==> config.mk <==
export PLATFORM = sky130hd
export DESIGN_NAME = imem_loader_flat
export DESIGN_NICKNAME = d
export VERILOG_FILES = /design/src/rtl/imem_loader_if.sv /design/src/rtl/imem_loader.sv /design/src/flat_wrapper.sv
export SDC_FILE = /design/constraint.sdc
export NUM_CORES = 1
export LEC_CHECK = 0
export ABC_CLOCK_PERIOD_IN_PS = 2000
export BUFFER_PORTS_ARGS = -buffer_cell sky130_fd_sc_hd__buf_2
export CORE_MARGIN = 3
export CORE_UTILIZATION = 54
export CTS_BUF_LIST = sky130_fd_sc_hd__clkbuf_8
export CTS_CLUSTER_SIZE = 10
export DETAILED_ROUTE_END_ITERATION = 8
export PLACE_DENSITY_LB_ADDON = 0.25
export SLEW_MARGIN = 15
export SYNTH_ARGS = -nofsm -noshare
export SYNTH_HDL_FRONTEND = slang
export SYNTH_SLANG_ARGS = --single-unit
==> constraint.sdc <==
create_clock -name clk -period 2 [get_ports clk]
set_input_delay 0.2 -clock clk [delete_from_list [all_inputs] [get_ports clk]]
set_output_delay 0.2 -clock clk [all_outputs]
set_load 0.05 [all_outputs]
==> src/rtl/imem_loader_if.sv <==
// Byte-stream input and instruction-memory write port of the boot loader.
// The slave modport is the loader's view; the master modport is the stream source / memory side.
interface imem_loader_if #(
    parameter int AWIDTH = 32,
    parameter int DWIDTH = 32
) ();
    logic              byte_valid_i;
    logic [7:0]        byte_i;
    logic              byte_ready_o;
    logic              mem_we_o;
    logic [AWIDTH-1:0] mem_addr_o;
    logic [DWIDTH-1:0] mem_wdata_o;

    modport slave (
        input  byte_valid_i,
        input  byte_i,
        output byte_ready_o,
        output mem_we_o,
        output mem_addr_o,
        output mem_wdata_o
    );

    modport master (
        output byte_valid_i,
        output byte_i,
        input  byte_ready_o,
        input  mem_we_o,
        input  mem_addr_o,
        input  mem_wdata_o
    );
endinterface

==> src/rtl/imem_loader.sv <==
// Boot-time instruction loader: packs a little-endian byte stream into 32-bit words,
// writes them from BASE_ADDR upward and holds the core in reset until a session completes.
module imem_loader #(
    parameter int                AWIDTH    = 32,
    parameter int                DWIDTH    = 32,
    parameter logic [AWIDTH-1:0] BASE_ADDR = 32'h0100_0000
) (
    input  logic                clk,
    input  logic                reset,
    input  logic                start_i,
    input  logic [15:0]         len_i,
    imem_loader_if.slave        bus,
    output logic                busy_o,
    output logic                done_o,
    output logic                core_reset_o,
    output logic [7:0]          chk_o
);

    typedef enum logic [1:0] {IDLE, RECV, WRITE, DONE} state_t;

    state_t            state;
    state_t            state_next;
    logic [15:0]       len_q;
    logic [15:0]       word_cnt;
    logic [1:0]        byte_cnt;
    logic [23:0]       word_buf;
    logic [AWIDTH-1:0] addr_q;
    logic [AWIDTH-1:0] mem_addr_q;
    logic [DWIDTH-1:0] mem_wdata_q;
    logic [7:0]        chk_q;
    logic              loaded;
    logic              accept;

    always_ff @(posedge clk or negedge reset) begin
        if (!reset) state <= IDLE;
        else        state <= state_next;
    end

    always_comb begin
        state_next = state;
        accept     = 1'b0;
        case (state)
            IDLE: begin
                if (start_i) state_next = (len_i != 16'd0) ? RECV : DONE;
            end
            RECV: begin
                accept = bus.byte_valid_i;
                if (bus.byte_valid_i && byte_cnt == 2'd3) state_next = WRITE;
            end
            WRITE: begin
                state_next = (word_cnt + 16'd1 == len_q) ? DONE : RECV;
            end
            DONE: begin
                state_next = IDLE;
            end
            default: state_next = IDLE;
        endcase
    end

    // The write port registers are loaded with the 4th byte so they present the
    // finished word during WRITE and keep showing it until the next word.
    always_ff @(posedge clk or negedge reset) begin
        if (!reset) begin
            len_q       <= 16'd0;
            word_cnt    <= 16'd0;
            byte_cnt    <= 2'd0;
            word_buf    <= 24'd0;
            addr_q      <= BASE_ADDR;
            mem_addr_q  <= BASE_ADDR;
            mem_wdata_q <= '0;
            chk_q       <= 8'd0;
            loaded      <= 1'b0;
        end else begin
            case (state)
                IDLE: begin
                    if (start_i) begin
                        chk_q <= 8'd0;
                        if (len_i != 16'd0) begin
                            len_q    <= len_i;
                            addr_q   <= BASE_ADDR;
                            byte_cnt <= 2'd0;
                            word_cnt <= 16'd0;
                        end
                    end
                end
                RECV: begin
                    if (accept) begin
                        byte_cnt <= byte_cnt + 2'd1;
                        chk_q    <= chk_q ^ bus.byte_i;
                        case (byte_cnt)
                            2'd0: word_buf[7:0]   <= bus.byte_i;
                            2'd1: word_buf[15:8]  <= bus.byte_i;
                            2'd2: word_buf[23:16] <= bus.byte_i;
                            default: begin
                                mem_addr_q  <= addr_q;
                                mem_wdata_q <= {bus.byte_i, word_buf};
                            end
                        endcase
                    end
                end
                WRITE: begin
                    addr_q   <= addr_q + AWIDTH'(4);
                    word_cnt <= word_cnt + 16'd1;
                end
                DONE: begin
                    loaded <= 1'b1;
                end
                default: ;
            endcase
        end
    end

    assign bus.byte_ready_o = (state == RECV);
    assign bus.mem_we_o     = (state == WRITE);
    assign bus.mem_addr_o   = mem_addr_q;
    assign bus.mem_wdata_o  = mem_wdata_q;
    assign busy_o           = (state == RECV) || (state == WRITE);
    assign done_o           = (state == DONE);
    assign core_reset_o     = !loaded || (state != IDLE);
    assign chk_o            = chk_q;

endmodule

==> src/flat_wrapper.sv <==
// flat-port wrapper written by rule: the top's interface ports become plain ports
module imem_loader_flat 
#(
    parameter int                AWIDTH    = 32,
    parameter int                DWIDTH    = 32,
    parameter logic [AWIDTH-1:0] BASE_ADDR = 32'h0100_0000
)
  (clk, reset, start_i, len_i, busy_o, done_o, core_reset_o, chk_o, bus_byte_valid_i, bus_byte_i, bus_byte_ready_o, bus_mem_we_o, bus_mem_addr_o, bus_mem_wdata_o);
  imem_loader_if #(.AWIDTH(AWIDTH), .DWIDTH(DWIDTH)) bus_i ();
  input  logic clk;
  input  logic reset;
  input  logic start_i;
  input  logic [15:0] len_i;
  output logic busy_o;
  output logic done_o;
  output logic core_reset_o;
  output logic [7:0] chk_o;
  input wire logic [$bits(bus_i.byte_valid_i)-1:0] bus_byte_valid_i;
  input wire logic [$bits(bus_i.byte_i)-1:0] bus_byte_i;
  output wire logic [$bits(bus_i.byte_ready_o)-1:0] bus_byte_ready_o;
  output wire logic [$bits(bus_i.mem_we_o)-1:0] bus_mem_we_o;
  output wire logic [$bits(bus_i.mem_addr_o)-1:0] bus_mem_addr_o;
  output wire logic [$bits(bus_i.mem_wdata_o)-1:0] bus_mem_wdata_o;
  assign bus_i.byte_valid_i = bus_byte_valid_i;
  assign bus_i.byte_i = bus_byte_i;
  assign bus_byte_ready_o = bus_i.byte_ready_o;
  assign bus_mem_we_o = bus_i.mem_we_o;
  assign bus_mem_addr_o = bus_i.mem_addr_o;
  assign bus_mem_wdata_o = bus_i.mem_wdata_o;
  imem_loader #(.AWIDTH(AWIDTH), .DWIDTH(DWIDTH), .BASE_ADDR(BASE_ADDR)) u_core (.clk(clk), .reset(reset), .start_i(start_i), .len_i(len_i), .bus(bus_i), .busy_o(busy_o), .done_o(done_o), .core_reset_o(core_reset_o), .chk_o(chk_o));
endmodule
==> impl_metrics.csv, run 1 <==
group,metric,value,unit
timing,maxSlewViolCount,0,
final_layout,n_antenna_cell,0,
timing,finalClockSkew,7.69,ps
final_layout,layout-drive-gt1-share,38.3,%
drt,drtIter0Drc,297,
setup_path,critPathKind,"reg2reg",
global_route,met2_usage,37.7,%
global_route,grt_use_met1,30.0,%
pwr,vdd_drop_max,0.626,mV
final_layout,final_cell_count_no_fill,999,
global_route,busiest_layer,"met2",
drt,drc,0,
yosys,yosysTopAreaCellShare,52.2,%
yosys,yosys_warnings,0,
placement,hpwl,11900,um
timing,worst_pin_slew,647,ps
drt,ant_nets,0,
cts,cts_buffers,17,
pwr,power.density,1300,nW/um^2
cts,clock_latency,460,ps
final_layout,layout-area-overhead-vs-synth,22.6,%
drt,dr.pass1.iters,5,
drt,totalWireLength,17300,um
yosys,synthTopCellsByArea,"dfrtp_1 (52%), mux2_2 (14%), xnor2_1 (2.9%)",
timing,hold_viol,0,
setup_path,arrival,2360,ps
global_route,grt_max_degree,67,
setup_path,crit_fanout,7,
placement,place.port_buffers,102,
final_layout,nFillCells,998,
timing,setup_tns,0,ps
yosys,synth_top_area_cell,"dfrtp_1",
placement,dp_cells,939,
final_layout,seq_area,4030,um^2
global_route,grt_pass1_wl,29100,um
timing,holdWs,65.2,ps
timing,rsz0062_at_grt,"yes",
yosys,ys_seq_elements,161,
worst_hold_path,min_path_type,"in2reg",
drt,via_per_inst,5.68,
setup_path,critPathBufInv,2,
die,die_y,125,um
yosys,synth_most_common_cell,"dfrtp_1",
timing,slew_headroom,56.5,%
yosys,synth-edff-count,0,
setup_path,cpPeakStageDelay,370,ps
cts,cts_sinks,161,
yosys,synth_area,7620,um^2
cts,clkTransAtPathRegs,80,ps
die,num_io_pins,105,
setup_path,start_kind,"register",
global_route,grt_use_total,23.1,%
drt,wl_per_cell,17.3,um
timing,fin_crit_sh,99.3,%
placement,gp_congestion,0.946,
yosys,synth.distinct_cells,58,
cts,clk_path_buf_depth,2,
timing,fmax,503,MHz
pwr,finalPower,12.2,mW
cts,htreeDepth,4,
yosys,ys_seq_area_share,52.9,%
global_route,use_met3,6.00,%
die,core_area,13500,um^2
die,start_util,56.4,%
run,cap_viol_max_count,0,
setup_path,critPathSlowestCell,"dfrtp_1",
setup_path,worstPathRequired,2370,ps
yosys,async_flop_share,100,%
final_layout,final_util,69.2,%
timing,layout_min_cycle_time,1990,ps
setup_path,path_cells,"inv_2, buf_12, ha_4, a21boi_4, nor2_4, o2111ai_2, nor4_2, nand4_1, o31ai_1",
yosys,avgSynthCellArea,11.5,um^2
pwr,p_leak,4.50,nW
final_layout,final_nets,849,
yosys,synthTopCellsByCount,"dfrtp_1 (159), mux2_2 (98), nand2_1 (58)",
die,design.die.area,15600,um^2
setup_path,cp-end-kind,"register",
outcome,status,"complete, no violations",
yosys,synth_ff_type,"dfrtp_1",
cts,root_buffer,"clkbuf_8",
global_route,grt_pass1_vias,5740,
die,rows,42,
yosys,netlist_instances,661,
die,dieWidth,125,um
final_layout,multi_input_area,3510,um^2
drt,vias,5678,
setup_path,critPathTopFamily,"simple AND/OR/NAND/NOR gates",
timing,finalSetupViolations,0,
cts,cts_tree,"built",
global_route,antenna_found_initial,0,
global_route,overflow,0,
## path summary, 6_finish.rpt
kind,end,cells after the start,slack (ps),start
min in group asynchronous,u_core.word_buf[3]$_DFFE_PN0P_,2,220,reset
max in group asynchronous,u_core.word_cnt[2]$_DFFE_PN0P_,3,1000,reset
hold / removal,u_core.word_buf[5]$_DFFE_PN0P_,2,70,bus_byte_i[5]
setup reg to reg,u_core.state[1]$_DFFE_PN0P_,9,10,u_core.state[1]$_DFFE_PN0P_
setup / recovery,u_core.state[1]$_DFFE_PN0P_,9,10,u_core.state[1]$_DFFE_PN0P_
hold reg to reg,u_core.loaded$_DFFE_PN0P_,1,470,u_core.loaded$_DFFE_PN0P_
## layout by cell type, fill, tap and decap left out, types with 8 or more instances in the layout
master,instances
dlygate4sd3_1,17
nand4_1,15
dfrtp_1,158
o21ai_0,28
clkbuf_8,18
inv_1,11
nand2_1,57
xnor2_1,25
nand2b_1,10
xor2_1,22
buf_2,100
buf_4,38
mux2_2,98
nor3_1,13
nand3_1,21
o311ai_0,8
nor2_1,46
and3_1,8
nor3b_1,9
a21oi_1,9
## logic make-up after synthesis
group	after synthesis	synth area share, %
other	1	0.0492
buffers and inverters	44	3.04
adder cells (fa/ha/maj)	10	1.64
flip-flops	161	52.9
multiplexers	100	14.7
XOR/XNOR	47	5.40
AO/OA/AOI/OAI	83	7.60
AND/OR/NAND/NOR	215	14.6
## through the flow
stage / worst slack (ps) / cell area, um^2
2_1_floorplan: -63.6 / 7630
3_5_place_dp: -186 / 8480
3_3_place_gp: -127 / 8480
6_report: 13.3 / 9340
5_1_grt: -47.6 / 9340
4_1_cts: -45.3 / 9160
## power by group
group          internal, mW  switching [mW]  total, mW  leakage (nW)
clock network          1.49            1.15       2.64         0.232
registers              4.07           0.541       4.61          2.13
logic                  1.86            3.06       4.92          2.14
total                  7.42            4.75       12.2          4.50
## sequential cells by signal, summed over array words and instances, names as in the netlist
signal	cells
u_core.bus.mem_wdata_o	32
u_core.chk_o	8
u_core.word_cnt	16
u_core.word_buf	24
u_core.bus.mem_addr_o	30
u_core.loaded	1
u_core.byte_cnt	2
u_core.state	2
u_core.addr_q	30
u_core.len_q	16
## metal layers
layer,share of wire (%),vias up
met1,43,2836
li1,-,2637
met4,2.0,0
met2,49,169
met3,6.2,36
met5,0,-
## repair_timing
action                                 CTS  global route
pin swaps                                3            14
endpoints found under the hold margin   65             0
gates resized for setup                 13            23
setup endpoints to repair                8            55
cloned                                   1             0
buffers inserted                         2             9
hold buffers                            17             0
## cell type report
cell class              instances  share of cell area [%]
repair buffers                164                    11.7
clock inverters                13                    2.06
flip-flops and latches        161                    43.2
well taps                     176                    2.36
multi-input cells             457                    37.6
clock buffers                  18                    2.65
inverters                      10                   0.402
## worst register-to-register path, stage by stage (launching register included)
cell and delay, ps:
dfrtp_1 370, inv_2 80, buf_12 130, ha_4 170, a21boi_4 160, nor2_4 170, o2111ai_2 130, nor4_2 290
nand4_1 160, o31ai_1 240
(Power assumes the default switching activity.)
==> run 2, diff against run 1 <==
==> constraint.sdc (replaced) <==
create_clock -name clk -period 2 [get_ports clk]
set_input_delay 0.2 -clock clk [delete_from_list [all_inputs] [get_ports clk]]
set_output_delay 0.2 -clock clk [all_outputs]
set_load 0.005 [all_outputs]
==> run 2 against run 1 <==
Compared with the run above:
- largest power group is now sequential cells
- clock skew rose by 0.56 ps
- routed wire length down 2.2%
- non-clock buffer count down 6
- maximum frequency grew 1.3%
- global-route usage down 0.56 points
- sequential cell count is the same
- via count shrank 0.32%
- sequential power barely moved
- count of clock-buffer cells in the layout grew 1
- worst hold slack lost 40 ps
==> impl_metrics.csv, run 2 (same netlist as run 1, synthesis figures left out) <==
group,metric,value,unit
outcome,status,"complete, no violations",
die,num_io_pins,105,
die,design.die.area,15600,um^2
setup_path,cp.depth,10,
die,rows,42,
setup_path,critPathBufInv,4,
global_route,grt_use_total,22.6,%
die,dieWidth,125,um
global_route,antenna_found_initial,0,
global_route,overflow,0,
worst_hold_path,min_path_type,"in2reg",
cts,cts_tree,"built",
cts,cts_sinks,161,
pwr,p_int,7.34,mW
final_layout,layout_common_cells,"dfrtp_1 (158), buf_2 (101), mux2_2 (98)",
final_layout,layout-drive-gt1-share,37.8,%
drt,ant_nets,0,
setup_path,cp-end-kind,"register",
setup_path,cpPeakStageDelay,530,ps
final_layout,layout-area-overhead-vs-synth,21.3,%
timing,finalClockSkew,8.25,ps
setup_path,cp-startpoint,"len_i[6]",
timing,holdWs,25.6,ps
cts,htreeDepth,4,
cts,root_buffer,"clkbuf_8",
placement,hpwl,12000,um
setup_path,crit_fanout,9,
setup_path,arrival,2300,ps
cts,cts_buffers,17,
placement,place.port_buffers,102,
final_layout,final_common_cell,"dfrtp_1",
setup_path,timing.rr.start,"u_core.state[1]$_DFFE_PN0P_",
drt,via_per_inst,5.69,
pwr,clkPwrFrac,24.5,%
placement,dp_slack,-102,ps
drt,drc,0,
setup_path,worstPathRequired,2340,ps
worst_hold_path,hold_path_startpoint,"len_i[11]",
final_layout,nFillCells,993,
setup_path,path_cells,"dlygate4sd3_1, buf_2, nor4_2, a41oi_2, buf_6, or2_4, buf_4, nand2_1, o21ai_1, a22o_1",
drt,totalWireLength,16900,um
cts,clkTransAtPathRegs,80,ps
timing,rsz0062_at_grt,"yes",
setup_path,critPathSlowestCell,"dlygate4sd3_1",
global_route,grt_max_degree,49,
placement,gp_congestion,0.961,
pwr,p_sw,3.38,mW
final_layout,multi_input_area,3460,um^2
final_layout,seq_area,4030,um^2
die,die_y,125,um
drt,vias,5660,
final_layout,final_nets,843,
final_layout,final_cell_count_no_fill,994,
placement,dp_cells,939,
global_route,grt_pass1_wl,28800,um
pwr,pwr-share-comb,32.3,%
timing,setup_slack,39.1,ps
timing,fin_crit_sh,98.0,%
drt,drtIter0Drc,329,
drt,wl_per_cell,17.0,um
timing,layout_min_cycle_time,1960,ps
die,start_util,56.4,%
placement,place_area,8480,um^2
setup_path,critPathTopFamily,"buffers and inverters",
timing,fmax,510,MHz
setup_path,critPathKind,"in2reg",
drt,dr.pass1.iters,5,
final_layout,largest_register_ffs,32,
pwr,vdd_drop_max,0.594,mV
timing,setup_tns,0,ps
timing,finalSetupViolations,0,
pwr,p_leak,4.43,nW
pwr,power.density,1160,nW/um^2
worst_hold_path,worstHoldPathCells,2,
pwr,p_sw_share,31.5,%
pwr,finalPower,10.7,mW
final_layout,fin_area,9250,um^2
setup_path,start_kind,"input pin",
cts,clk_path_buf_depth,2,
cts,clock_latency,460,ps
final_layout,final_util,68.5,%
global_route,grt_pass1_vias,5816,
final_layout,n_antenna_cell,0,
timing,maxSlewViolCount,0,
timing,hold_viol,0,
pwr,power_frac_seq,43.2,%
setup_path,reg2reg_depth,8,
die,core_area,13500,um^2
run,cap_viol_max_count,0,
-- run 2: path summary, 6_finish.rpt --
check	slack, ps	end
min in group asynchronous	210	u_core.word_buf[7]$_DFFE_PN0P_
worst max-delay path	40	u_core.word_cnt[6]$_DFFE_PN0P_
worst min register to register	470	u_core.loaded$_DFFE_PN0P_
worst max register to register	80	u_core.word_cnt[5]$_DFFE_PN0P_
max in group asynchronous	970	u_core.word_cnt[2]$_DFFE_PN0P_
worst min-delay path	30	u_core.len_q[11]$_DFFE_PN0P_
-- run 2: per-layer routing --
layer	up-vias	part of all wire (%)	wire, um	track usage (%)
met5	-	0	0	0
met4	0	2.4	412	8.70
met3	36	5.8	989	4.80
met2	183	48	8200	37.2
met1	2823	43	7320	29.3
li1	2618	-	-	-
-- run 2: power groups by stage --
stage          sequential, mW  combinational, mW  clock [mW]
2_1_floorplan            4.56               2.07           0
3_3_place_gp             4.62               3.03           0
3_5_place_dp             4.69               3.15           0
4_1_cts                  4.62               3.20        2.68
5_1_grt                  4.73               3.82        2.80
6_report                 4.63               3.46        2.63
-- run 2: layout make-up --
| type | instances | area share (%) |
|---|---|---|
| Clock buffer | 19 | 2.83 |
| Clock inverter | 13 | 1.99 |
| Inverter | 10 | 0.406 |
| Multi-Input combinational cell | 457 | 37.4 |
| Sequential cell | 161 | 43.6 |
| Tap cell | 176 | 2.38 |
| Timing Repair Buffer | 158 | 11.4 |
-- run 2: timing repair --
action,CTS,global route
hold buffers,15,0
gates resized for setup,3,32
buffers inserted,0,9
pin swaps,0,12
endpoints found under the hold margin,53,0
setup endpoints to repair,2,35
